File: src/rtl/dpll_freq_ctrl.sv
// Frequency-lock controller for the user-project DPLL.
// Counts clock cycles per reference period and compares the count with a
// target selected by freq_sel. It then steers a saturating DCO trim code in
// fine or coarse steps and reports acquire/track/lock status.
`timescale 1ns/1ps
module dpll_freq_ctrl #(
  parameter int CNT_W       = 8,
  parameter int TRIM_W      = 6,
  parameter int TRIM_INIT   = 2**(TRIM_W-1),
  parameter int DIV0        = 8,
  parameter int DIV1        = 16,
  parameter int DIV2        = 24,
  parameter int DIV3        = 32,
  parameter int TOL         = 1,
  parameter int COARSE_TH   = 4,
  parameter int COARSE_STEP = 4,
  parameter int LOCK_N      = 4,
  parameter int UNLOCK_N    = 2
) (
  input  logic              clock,
  input  logic              resetb,
  input  logic              enable,
  input  logic              ref_in,
  input  logic [1:0]        freq_sel,
  output logic [TRIM_W-1:0] trim,
  output logic [1:0]        status,
  output logic              lock,
  output logic [CNT_W-1:0]  meas
);

  localparam int LCK_W = $clog2(LOCK_N + 1);
  localparam int ULK_W = $clog2(UNLOCK_N + 1);
  localparam logic [LCK_W-1:0]       LOCK_MAX   = LCK_W'(LOCK_N);
  localparam logic [ULK_W-1:0]       UNLOCK_MAX = ULK_W'(UNLOCK_N);
  localparam logic signed [CNT_W:0]  TOL_S      = (CNT_W+1)'(TOL);
  localparam logic [CNT_W:0]         CTH_U      = (CNT_W+1)'(COARSE_TH);
  localparam logic [CNT_W:0]         TOL_U      = (CNT_W+1)'(TOL);
  localparam logic [TRIM_W-1:0]      STEP_C     = TRIM_W'(COARSE_STEP);
  localparam logic [TRIM_W-1:0]      STEP_F     = TRIM_W'(1);

  localparam logic [1:0] ST_IDLE  = 2'b00;
  localparam logic [1:0] ST_ACQ   = 2'b01;
  localparam logic [1:0] ST_TRACK = 2'b10;
  localparam logic [1:0] ST_LOCK  = 2'b11;

  typedef enum logic [1:0] {IDLE, WAIT_EDGE, MEASURE, ADJUST} state_t;

  state_t state, state_nxt;

  logic ref_sync_p0, ref_sync_p1, ref_dly_p2, ref_edge_p3;
  logic [1:0] fsel_p0, fsel_p1;
  logic fsel_chg;

  logic [CNT_W-1:0]  cnt, cnt_nxt, meas_nxt, target;
  logic [TRIM_W-1:0] trim_nxt, step;
  logic [1:0]        status_nxt;
  logic [LCK_W-1:0]  in_cnt, in_nxt;
  logic [ULK_W-1:0]  out_cnt, out_nxt;

  logic signed [CNT_W:0] err;
  logic [CNT_W:0]        mag;
  logic                  meas_sat, in_band, too_fast, too_slow;

  function automatic logic [TRIM_W-1:0] trim_dec(input logic [TRIM_W-1:0] t,
                                                 input logic [TRIM_W-1:0] s);
    if (t < s) return '0;
    return t - s;
  endfunction

  function automatic logic [TRIM_W-1:0] trim_inc(input logic [TRIM_W-1:0] t,
                                                 input logic [TRIM_W-1:0] s);
    logic [TRIM_W:0] sum;
    sum = {1'b0, t} + {1'b0, s};
    if (sum[TRIM_W]) return '1;
    return sum[TRIM_W-1:0];
  endfunction

  function automatic logic [CNT_W-1:0] cnt_inc(input logic [CNT_W-1:0] c);
    if (c == '1) return c;
    return c + 1'b1;
  endfunction

  // Reference synchroniser, registered rising-edge detect and freq_sel capture
  always_ff @(posedge clock or negedge resetb) begin
    if (!resetb) begin
      ref_sync_p0 <= 1'b0;
      ref_sync_p1 <= 1'b0;
      ref_dly_p2  <= 1'b0;
      ref_edge_p3 <= 1'b0;
      fsel_p0     <= 2'b00;
      fsel_p1     <= 2'b00;
    end else begin
      ref_sync_p0 <= ref_in;
      ref_sync_p1 <= ref_sync_p0;
      ref_dly_p2  <= ref_sync_p1;
      ref_edge_p3 <= ref_sync_p1 & ~ref_dly_p2;
      fsel_p0     <= freq_sel;
      fsel_p1     <= fsel_p0;
    end
  end

  assign fsel_chg = (fsel_p0 != fsel_p1);

  // Target count for the registered frequency select
  always_comb begin
    case (fsel_p0)
      2'd0:    target = CNT_W'(DIV0);
      2'd1:    target = CNT_W'(DIV1);
      2'd2:    target = CNT_W'(DIV2);
      default: target = CNT_W'(DIV3);
    endcase
  end

  // Period error and its classification; a saturated count always reads as fast
  always_comb begin
    err      = $signed({1'b0, meas}) - $signed({1'b0, target});
    mag      = err[CNT_W] ? $unsigned(-err) : $unsigned(err);
    meas_sat = (meas == '1);
    too_fast = meas_sat || (err > TOL_S);
    too_slow = !meas_sat && (err < -TOL_S);
    in_band  = !meas_sat && (mag <= TOL_U);
    step     = (meas_sat || (mag > CTH_U)) ? STEP_C : STEP_F;
  end

  // State register
  always_ff @(posedge clock or negedge resetb) begin
    if (!resetb) state <= IDLE;
    else         state <= state_nxt;
  end

  // Next-state logic: enable dominates, then a target change restarts acquisition
  always_comb begin
    state_nxt = state;
    if (!enable)               state_nxt = IDLE;
    else if (state == IDLE)    state_nxt = WAIT_EDGE;
    else if (fsel_chg)         state_nxt = WAIT_EDGE;
    else begin
      case (state)
        WAIT_EDGE: if (ref_edge_p3) state_nxt = MEASURE;
        MEASURE:   if (ref_edge_p3) state_nxt = ADJUST;
        ADJUST:    state_nxt = MEASURE;
        default:   state_nxt = IDLE;
      endcase
    end
  end

  // Output logic: counter, measurement, trim steering and lock bookkeeping
  always_comb begin
    cnt_nxt    = cnt;
    meas_nxt   = meas;
    trim_nxt   = trim;
    status_nxt = status;
    in_nxt     = in_cnt;
    out_nxt    = out_cnt;
    if (!enable) begin
      cnt_nxt    = '0;
      in_nxt     = '0;
      out_nxt    = '0;
      status_nxt = ST_IDLE;
    end else if (state == IDLE) begin
      cnt_nxt    = '0;
      status_nxt = ST_ACQ;
    end else if (fsel_chg) begin
      cnt_nxt    = '0;
      in_nxt     = '0;
      out_nxt    = '0;
      status_nxt = ST_ACQ;
    end else begin
      case (state)
        WAIT_EDGE: begin
          if (ref_edge_p3) cnt_nxt = CNT_W'(1);
        end
        MEASURE: begin
          if (ref_edge_p3) begin
            meas_nxt = cnt;
            cnt_nxt  = CNT_W'(1);
          end else begin
            cnt_nxt = cnt_inc(cnt);
          end
        end
        ADJUST: begin
          // Any reference edge here belongs to the period already being counted
          cnt_nxt = cnt_inc(cnt);
          if (too_fast)      trim_nxt = trim_dec(trim, step);
          else if (too_slow) trim_nxt = trim_inc(trim, step);
          if (in_band) begin
            out_nxt = '0;
            if (in_cnt != LOCK_MAX) in_nxt = in_cnt + 1'b1;
            status_nxt = (in_nxt == LOCK_MAX) ? ST_LOCK : ST_TRACK;
          end else if (status == ST_LOCK) begin
            out_nxt = out_cnt + 1'b1;
            if (out_nxt >= UNLOCK_MAX) begin
              status_nxt = ST_ACQ;
              in_nxt     = '0;
              out_nxt    = '0;
            end
          end else begin
            status_nxt = ST_ACQ;
            in_nxt     = '0;
            out_nxt    = '0;
          end
        end
        default: ;
      endcase
    end
  end

  // Output and datapath registers
  always_ff @(posedge clock or negedge resetb) begin
    if (!resetb) begin
      cnt     <= '0;
      meas    <= '0;
      trim    <= TRIM_W'(TRIM_INIT);
      status  <= ST_IDLE;
      lock    <= 1'b0;
      in_cnt  <= '0;
      out_cnt <= '0;
    end else begin
      cnt     <= cnt_nxt;
      meas    <= meas_nxt;
      trim    <= trim_nxt;
      status  <= status_nxt;
      lock    <= (status_nxt == ST_LOCK);
      in_cnt  <= in_nxt;
      out_cnt <= out_nxt;
    end
  end

endmodule

File: config.mk
export PLATFORM = sky130hd
export DESIGN_NAME = dpll_freq_ctrl
export DESIGN_NICKNAME = d
export VERILOG_FILES = /design/src/rtl/dpll_freq_ctrl.sv
export SDC_FILE = /design/constraint.sdc
export NUM_CORES = 1
export LEC_CHECK = 0
export CAP_MARGIN = 0
export CORE_MARGIN = 2
export CORE_UTILIZATION = 45
export CTS_CLUSTER_DIAMETER = 50
export DETAILED_ROUTE_END_ITERATION = 8
export GPL_TIMING_DRIVEN = 0
export PLACE_DENSITY_LB_ADDON = 0.1
export SYNTH_ARGS = -nofsm -noshare
export SYNTH_HDL_FRONTEND = slang
export SYNTH_SLANG_ARGS = --single-unit
export TNS_END_PERCENT = 20
File: constraint.sdc
create_clock -name clock -period 4.95 [get_ports clock]
set_input_delay 0.99 -clock clock [delete_from_list [all_inputs] [get_ports clock]]
set_output_delay 0.99 -clock clock [all_outputs]
set_load 0.03 [all_outputs]
# After elaboration in Yosys (flattened, before gate mapping)
# Cells that the tools add are included.
# op_classes
add_sub_neg	7
order_cmp	6
n_eq_ne	18
muxes	75
bitwise_logic	4
n_reduce_logical	14
# ops
op	n
2-to-1 mux 8 bit	8
2-to-1 mux 3 bit	14
2-to-1 mux 2 bit	19
2-to-1 mux 6 bit	6
2-to-1 mux 1 bit	24
one-hot mux 8 bit (3 select lines)	1
one-hot mux 6 bit (3 select lines)	1
== test 8 bit, second input constant	2
== test 2 bit, second input constant	5
inequality test 5 bit, second input constant	2
AND reduction 5 bit	2
> comparator 9 x 2 -> 1 bit, second input constant	1
> comparator 9 x 3 -> 1 bit, second input constant	1
<= comparator 9 x 1 -> 1 bit, second input constant	1
< comparator 9 x 1 -> 1 bit, second input constant	1
2-to-1 mux 9 bit	1
negation 9 bit	1
subtractor 8 x 8 -> 9 bit	1
adder 8 x 1 -> 8 bit, second input constant	1
adder 6 x 3 -> 7 bit	1
< comparator 6 x 3 -> 1 bit	1
inequality test 6 x 1 -> 1 bit, second input constant	1
one-hot mux 2 bit (3 select lines)	1
AND reduction 2 bit	3
19 further kinds	25
# word_totals
ff_bits	40
in_bits	6
wordCells	138

# Logic depth before layout (Yosys ltp)
# Gate-level depths: netlist of run 1.
# depth
depth_word	20
ltp_mapped	19

# Worst setup path after synthesis of run 1
# OpenSTA, ideal clock, no wires.
# synth_timing
kind	register to register
start	register fsel_p0[0]
end	register trim[3]
t_arrival_ns	4.638
required_ns	4.863
path_slack_ns	0.226
stages_incl_launch_ff	18
n_path_buf	1
synth_period_minus_slack_ns	4.724
cell_sequence	dfrtp_1 -> inv_1 -> ha_1 -> nor2_1 -> nor2_1 -> ha_1 -> fa_1 -> or4_1 -> or4b_1 -> o211ai_2 -> o211ai_2 -> or2_2 -> clkbuf_1 -> ha_1 -> o21ai_0 -> nand2b_1 -> or4b_1 -> a211oi_2
# synth_between
elab_chain_cells	19
word_cells_on_any_way	38
classes_between	add/sub (4); order compare (4); eq/ne (3); mux (20); bitwise (1); reduce/logical (6)
# synth_rtl
item	line_no	rtl
from (decl)	51	logic [1:0] fsel_p0, fsel_p1;
from (signal assigned)	97	fsel_p0 <= freq_sel;
== test 2 bit, or another cell as far along	106	case (fsel_p0)
one-hot mux 6 bit (3 select lines)	106	
subtractor 8 x 8 -> 9 bit	116	err = $signed({1'b0, meas}) - $signed({1'b0, target});
negation 9 bit	117	mag = err[CNT_W] ? $unsigned(-err) : $unsigned(err);
2-to-1 mux 9 bit	117	
> comparator 9 x 3 -> 1 bit	122	step = (meas_sat || (mag > CTH_U)) ? STEP_C : STEP_F;
logical OR 1 bit	122	
2-to-1 mux 3 bit	122	
[... 3 more ...]	--	
2-to-1 mux 1 bit	184	if (too_fast) trim_nxt = trim_dec(trim, step);
2-to-1 mux 1 bit	169	case (state)
2-to-1 mux 1 bit	163	end else if (fsel_chg) begin
2-to-1 mux 1 bit	160	end else if (state == IDLE) begin
2-to-1 mux 1 bit	155	if (!enable) begin
2-to-1 mux 6 bit	75	return sum[TRIM_W-1:0];
2-to-1 mux 6 bit	185	else if (too_slow) trim_nxt = trim_inc(trim, step);
2-to-1 mux 6 bit	184	
to (signal assigned)	213	trim <= TRIM_W'(TRIM_INIT);
to (signal assigned)	221	trim <= trim_nxt;
to (decl)	25	output logic [TRIM_W-1:0] trim,
# Several ways; a longest one is shown, not always the timed one. The select of a mux whose other input is x is not followed.
# A chain may end at the register's enable or synchronous reset.

# Worst setup path in the final report of run 1
# layout_timing
start	register fsel_p0[0]
end	register trim[5]
# The elaborated chain is that of the path after synthesis.

==> results of run 1 <==
==> cell usage after synthesis (2+ instances only) <==
| master | instances |
|---|---|
| nand3b_1 | 2 |
| mux2i_1 | 4 |
| o21a_1 | 3 |
| or4_1 | 5 |
| mux2_2 | 7 |
| clkbuf_1 | 6 |
| or3_1 | 3 |
| inv_1 | 25 |
| or2_2 | 4 |
| nor3_1 | 7 |
| nand4_1 | 2 |
| a21oi_1 | 15 |
| nand2b_1 | 5 |
| o31ai_1 | 4 |
| or4b_1 | 2 |
| nor2b_1 | 3 |
| o22a_1 | 3 |
| o311a_1 | 2 |
| ha_1 | 17 |
| o211ai_2 | 2 |
| o2bb2ai_1 | 2 |
| o21ai_0 | 12 |
| nand2_1 | 20 |
| and3_1 | 6 |
| a31oi_1 | 8 |
| o211ai_1 | 6 |
| nor4b_1 | 2 |
| nand3_1 | 21 |
| xnor2_1 | 3 |
| dfrtp_1 | 39 |
| o22ai_1 | 3 |
| xor2_1 | 2 |
| nor2_1 | 32 |
==> where the power goes <==
part           internal [mW]  switching, mW
logic                 0.0796          0.108
clock network         0.0984          0.107
registers              0.337         0.0110
==> per-layer routing <==
metal  up-vias  wire length [µm]
li1       1190                 -
met1      1133              2860
met2        68              2820
met3        10               221
met4         0                87
met5         -                 0
==> through the flow <==
| step | utilization, % | setup TNS (ps) | std cells | setup slack, ps | total power, mW |
|---|---|---|---|---|---|
| after floorplan | - | 0 | 306 | 226 | 0.467 |
| after global placement | 51.5 | -371 | 403 | -247 | 0.517 |
| after detailed placement | 51.4 | -393 | 403 | -249 | 0.516 |
| after CTS | 53.4 | 0 | 412 | 19.7 | 0.735 |
| after global routing | 54.2 | 0 | 415 | 30.5 | 0.783 |
| final | 54.2 | 0 | 415 | 249 | 0.741 |
==> final timing paths <==
| kind | end | cells after the start |
|---|---|---|
| max in group asynchronous | fsel_p0[1]$_DFF_PN0_ | 1 |
| max reg2reg | trim[5]$_DFFE_PN1P_ | 17 |
| max | trim[5]$_DFFE_PN1P_ | 17 |
| min reg2reg | ref_sync_p1$_DFF_PN0_ | 0 |
| min | ref_sync_p1$_DFF_PN0_ | 0 |
| min in group asynchronous | cnt[5]$_DFFE_PN0P_ | 1 |
==> sequential cells by signal, indices dropped and copies added (netlist names) <==
name,cells
lock,1
ref_edge_p3,1
ref_sync_p0,1
meas,8
cnt,8
ref_sync_p1,1
out_cnt,2
in_cnt,3
state,2
ref_dly_p2,1
status,2
fsel_p0,2
trim,6
fsel_p1,2
==> kinds of logic (layout without fill, tap and decap cells) <==
family	after synthesis	count (layout)	share of synthesized area, %
XOR/XNOR	5	5	1.61
flip-flops	40	40	36.9
buffers and inverters	31	65	4.28
adder cells (fa/ha/maj)	18	18	8.56
AND/OR/NAND/NOR	124	124	24.4
multiplexers	11	11	4.37
AO/OA/AOI/OAI	77	77	19.9
==> placed cells by master, fill, tap and decap left out, drive strengths merged, types with 2 or more instances in the layout <==
| cell type | count |
|---|---|
| nand4 | 2 |
| nand3b | 2 |
| o21a | 3 |
| o2bb2ai | 2 |
| inv | 25 |
| a21oi | 15 |
| or2 | 4 |
| dfrtp | 39 |
| mux2 | 7 |
| nor4b | 2 |
| clkbuf | 11 |
| nor2 | 32 |
| o211ai | 8 |
| or4b | 3 |
| nand2b | 5 |
| o21ai | 13 |
| o311a | 2 |
| nand3 | 21 |
| xor2 | 2 |
| o22a | 3 |
| buf | 6 |
| xnor2 | 3 |
| and3 | 6 |
| nand2 | 20 |
| mux2i | 4 |
| o22ai | 3 |
| nor3 | 8 |
| nor2b | 3 |
| or4 | 5 |
| ha | 17 |
| o31ai | 4 |
| or3 | 4 |
| clkdlybuf4s50 | 21 |
| a31oi | 8 |
==> area by class of cell <==
class | count | area (µm²)
multi-input combinational | 235 | 1640
sequential | 40 | 1000
timing repair buffer | 27 | 253
clock buffer | 6 | 72.6
buffer | 5 | 18.8
clock inverter | 2 | 12.5
fill | 541 | 2700
inverter | 25 | 93.8
tap | 75 | 93.8
==> repair_timing <==
action	4_1_cts	5_1_grt
hold buffers	0	0
setup buffers	1	4
pin swaps	0	4
resized for setup	5	4
setup endpoints to repair	2	2
==> results.md, run 1 <==
- Syn Nets: between 300 and 400
- RSZ-0062 raised after global routing: false
- CP max stage cell: or4_1
- Part of the Yosys area used for sequential elements: a little under two fifths
- CP peak stage delay: between 500 and 600 ps
- Power Density: ~230 nW/µm²
- Die height: between 80 and 90 µm
- Total track usage: a little under a fifth
- Hold_ws: between 300 and 400 ps
- Initial antenna violation count: 0
- Core Area: 5890 µm²
- Worst-Margin Slew: roughly 910 ps
- Port Buf Inserts: 22
- Max transition margin: between 30% and 40%
- Highest Clock Rate: between 200 and 250 MHz
- Leakage: 1.35 nW
- Outcome: completed
- CP max FO: 6
- Clock Sink Count: 40
- I/O Pins: 23
- Design area: ~3200 µm²
- Peak VDD IR: between 0.15 and 0.2 mV
- Final hold vios: 0
- Largest net degree at the start of global routing: 41
- Nets@finish: between 300 and 400
- Cell variety after synth: slightly above 60
- Post-Synthesis Cells: a little over 300
- Layout area overhead: 17.3%
- Async S/R FF share, synth: 100%
- CP required: 5160 ps
- Antenna diodes: 0
- Endpoint class of the critical path: flip-flop
- Final Setup Violations: 0
- # DRC: 0
- Grt ovf: 0
- Yosys top cell area share: a little over a third
- HPWL after DPL: between 4 and 5 mm
- WP data arrival: approximately 4900 ps
- Max-capacitance violation count: 0
- EDFF count, synth: 0
- Share of cells above drive strength 1: between 10% and 20%
- Top cells by area, synth: dfrtp_1 (36%), ha_1 (7.8%), nor2_1 (4.4%)
- Busiest layer in global routing: met2
- Buffer levels on the longest clock path: 2
- Die Wd: around 82 µm
- Clock-pin slew on the worst setup and hold paths: 70 ps
- GP Congestion: roughly 0.90
- First-pass GRT wire length: around 10 mm
- Cell area after placement: 3030 µm²
- Root Driver: clkbuf_8
- DRT Pass-1 Iters: 6
- Via Count: roughly 2.4k
- Post-Route Skew: around 5.5 ps
- TritonCTS clock tree: done
- Crit path launch type: flip-flop
- Flop2flop setup slack: ~250 ps
- Vias in the first global route: ~2.2k
- CP Launch Point: fsel_p0[0]$_DFF_PN0_
- Critical setup path kind: reg -> reg
- Leading area contributor after synthesis: dfrtp_1
- Tcrit/Tclk final: 95.0%
- Avg Cell Area, Syn: between 8 and 9 µm²
- Starting DRT DRC Count: 102
- GRT met1 Usage: around a quarter
- Skew-Pair Late Insertion Delay: roughly 290 ps
- Num CTS Buffers: 5
- Antenna Nets Post-Route: 0
- CP Cell Sequence: inv_1 -> ha_1 -> nor2_1 -> nor2_1 -> ha_2 -> fa_2 -> or4_1 -> or4b_1 -> o211ai_2 -> o211ai_4 -> or2_4 -> ha_4 -> inv_1 -> or4_1 -> o31ai_2 -> o211ai_1 -> o211ai_1
- Drt wl/cell: 14.4 µm
- DR vias/cell: ~5.8
- Initial core utilization: between 40% and 50%
- Fin. max-slew vios: 0
- Worst Min Path Start: ref_sync_p0$_DFF_PN0_
- Crit path buf inv count: 2
- Worst r2r src: fsel_p0[0]$_DFF_PN0_
- Post-synth design cell area: between 2000 and 3000 µm²
- Worst min path class: reg -> reg
- Fin crit period: about 4700 ps
- Row cnt: 28
- Die area: around 6700 µm²
- Total Routed Length: approximately 6 mm
- Yosys warnings: 0
- Global Route met2 Usage: ~30%
- FF+latch count, synth: 40
- Ys flop type: dfrtp_1
- Global routing usage on met3: ~3.4%
- # H-tree levels: 2
- Top delay family on crit path: simple AND/OR/NAND/NOR gates
No activity file was read; power rests on OpenSTA's default activity.
==> inputs of run 2 (changes only) <==
--- a/config.mk
+++ b/config.mk
@@ -6,7 +6,6 @@
 export NUM_CORES = 1
 export LEC_CHECK = 0
 export CAP_MARGIN = 0
-export CORE_MARGIN = 2
 export CORE_UTILIZATION = 45
 export CTS_CLUSTER_DIAMETER = 50
 export DETAILED_ROUTE_END_ITERATION = 8
==> results.md, run 2 (same netlist as run 1, synthesis figures left out) <==
- Outcome: completed
- Antenna diodes: 0 (unchanged)
- CP max FO: 6 (unchanged)
- Most common cell after layout, fill and taps aside: dfrtp_1
- Grt ovf: 0 (unchanged)
- Leakage: 1.34 nW (-1.1%)
- Endpoint class of the critical path: flip-flop
- R2R depth: 17 (unchanged)
- Hold_ws: 367 ps (+2.36 ps)
- Cell area after placement: 3020 µm² (-0.12%)
- Skew-Pair Late Insertion Delay: 290 ps (about the same)
- Initial core utilization: 47.9% (+1.7 points)
- Biggest regs: cnt x8, meas x8, trim x6
- Initial antenna violation count: 0 (unchanged)
- Total track usage: 20.7% (+1.5 points)
- Design area: 3180 µm² (-0.31%)
- DR vias/cell: 5.77 (-0.29%)
- Highest Clock Rate: 212 MHz (-0.38%)
- Die area: 6350 µm² (-4.8%)
- Most frequent cells in the layout: dfrtp_1 (37), nor2_1 (32), inv_1 (25)
- WP data arrival: 4920 ps (about the same)
- Peak VDD IR: 0.186 mV (+9.5%)
- HPWL after DPL: 4.40 mm (-1.7%)
- DRT Pass-1 Iters: 5 (-1)
- Fin. max-slew vios: 0 (unchanged)
- Final hold vios: 0 (unchanged)
- I/O Pins: 23 (unchanged)
- Power Density: 231 nW/µm² (-0.50%)
- Final Setup Violations: 0 (unchanged)
- CP required: 5150 ps (about the same)
- Drt wl/cell: 14.4 µm (-0.58%)
- Vias in the first global route: 2151 (-1.8%)
- Fin crit period: 4720 ps (+18.1 ps)
- Die height: 79.7 µm (-2.4%)
- Buffer levels on the longest clock path: 2 (unchanged)
- Row cnt: 27 (-3.6%)
- Max transition margin: 34.2% (-4.8 points)
- Max-capacitance violation count: 0 (unchanged)
- Tcrit/Tclk final: 95.3% (+0.37 points)
- Clock Sink Count: 40 (unchanged)
- CTS Hold Bufs: 0 (unchanged)
- Core Area: 5680 µm² (-3.6%)
- Placed instance count: 400 (-0.74%)
- Layout area overhead: 16.9%
- Share of cells above drive strength 1: 11.2% (-0.26 points)
- TritonCTS clock tree: done
- Design Power: 735 µW (-0.81%)
- Via Count: 2371 (-1.2%)
- Starting DRT DRC Count: 127 (+25%)
- Worst min path class: reg -> reg
- Total Routed Length: 5.90 mm (-1.5%)
- Nets@finish: 362 (-0.28%)
- # H-tree levels: 2 (unchanged)
- Die Wd: 79.7 µm (-2.4%)
- Num CTS Buffers: 5 (unchanged)
- Clock-pin slew on the worst setup and hold paths: 70 ps (about the same)
- Critical setup path kind: reg -> reg
- Largest net degree at the start of global routing: 41 (unchanged)
- Hold path cells: 0 (unchanged)
- Fin cells: 411 (-0.96%)
- First-pass GRT wire length: 10.4 mm (+3.9%)
- Root Driver: clkbuf_8
- Antenna Nets Post-Route: 0 (unchanged)
- RSZ-0062 raised after global routing: false
- Post-Route Skew: 2.29 ps (-3.24 ps)
- Crit path launch type: flip-flop
- Worst-Margin Slew: 979 ps (+72.1 ps)
- # DRC: 0 (unchanged)
- Port Buf Inserts: 22 (unchanged)
- Filler cells: 518 (-4.3%)
- GP Congestion: 0.885 (-1.5%)
[run 2: area by class of cell]
cell class | count | area, µm² | area share, %
clock buffers | 7 | 76.3 | 2.40
flip-flops and latches | 40 | 1000 | 31.6
inverters | 25 | 93.8 | 2.95
well taps | 72 | 90.1 | 2.83
repair buffers | 26 | 245 | 7.72
plain buffers | 5 | 18.8 | 0.591
clock inverters | 1 | 5.00 | 0.157
multi-input cells | 235 | 1640 | 51.7
[run 2: what timing repair did]
item,in CTS,in global routing
buffers inserted,0,4
pin swaps,0,3
resized for setup,3,8
setup endpoints to repair,2,2
[run 2: report_power, final]
part           switching (mW)  internal [mW]
Combinational           0.107         0.0774
Clock                   0.104         0.0988
Sequential             0.0105          0.337
[run 2: path summary, 6_finish.rpt]
path                       slack (ps)                    end                   from
max                               230    trim[5]$_DFFE_PN1P_   fsel_p0[0]$_DFF_PN0_
min                               370  ref_sync_p1$_DFF_PN0_  ref_sync_p0$_DFF_PN0_
max reg2reg                       230    trim[5]$_DFFE_PN1P_   fsel_p0[0]$_DFF_PN0_
min reg2reg                       370  ref_sync_p1$_DFF_PN0_  ref_sync_p0$_DFF_PN0_
max in group asynchronous        3530   fsel_p0[1]$_DFF_PN0_                 resetb
min in group asynchronous         810    meas[4]$_DFFE_PN0P_                 resetb
[run 2: critical path, cell delays in order (launching register included)]
cell      delay (ps)
dfrtp_2          400
inv_1             70
ha_1             190
nor2_1           100
nor2_1            50
ha_2             190
fa_2             510
or4_1            530
or4b_4           540
o211ai_4         240
o211ai_4         130
or2_4            310
ha_4             300
inv_1             70
or4_1            520
o31ai_1          210
o211ai_1         140
o211ai_1         130
[run 2: stage by stage]
step | setup TNS [ps] | setup WS (ps) | utilization (%)
CTS | 0 | 50.6 | 54.9
global placement | -372 | -243 | 53.4
floorplan | 0 | 226 | -
global route | 0 | 15.9 | 56.0
finish | 0 | 231 | 56.0
detailed placement | -478 | -284 | 53.3
[run 2: per-layer routing]
| metal | GRT usage [%] | part of all wire [%] | up-vias | wire length [µm] |
|---|---|---|---|---|
| li1 | - | - | 1188 | - |
| met1 | 29.2 | 49 | 1117 | 2880 |
| met2 | 32.6 | 46 | 58 | 2730 |
| met3 | 3.09 | 4.0 | 8 | 238 |
| met4 | 6.00 | 0.97 | 0 | 57 |
| met5 | 0 | 0 | - | 0 |
==> inputs of run 3 (changes only) <==
--- a/config.mk
+++ b/config.mk
@@ -6,6 +6,7 @@
 export NUM_CORES = 1
 export LEC_CHECK = 0
 export CAP_MARGIN = 0
+export CORE_MARGIN = 2
 export CORE_UTILIZATION = 45
 export CTS_CLUSTER_DIAMETER = 50
 export DETAILED_ROUTE_END_ITERATION = 8
==> constraint.sdc (replaced) <==
create_clock -name clock -period 4.95 [get_ports clock]
set_input_delay 0.495 -clock clock [delete_from_list [all_inputs] [get_ports clock]]
set_output_delay 0.495 -clock clock [all_outputs]
set_load 0.03 [all_outputs]
==> results of run 3 <==
The final DEF is identical to that of run 1. Status: completed.
Main changes from that run: hold slack 365 ps -> 311 ps
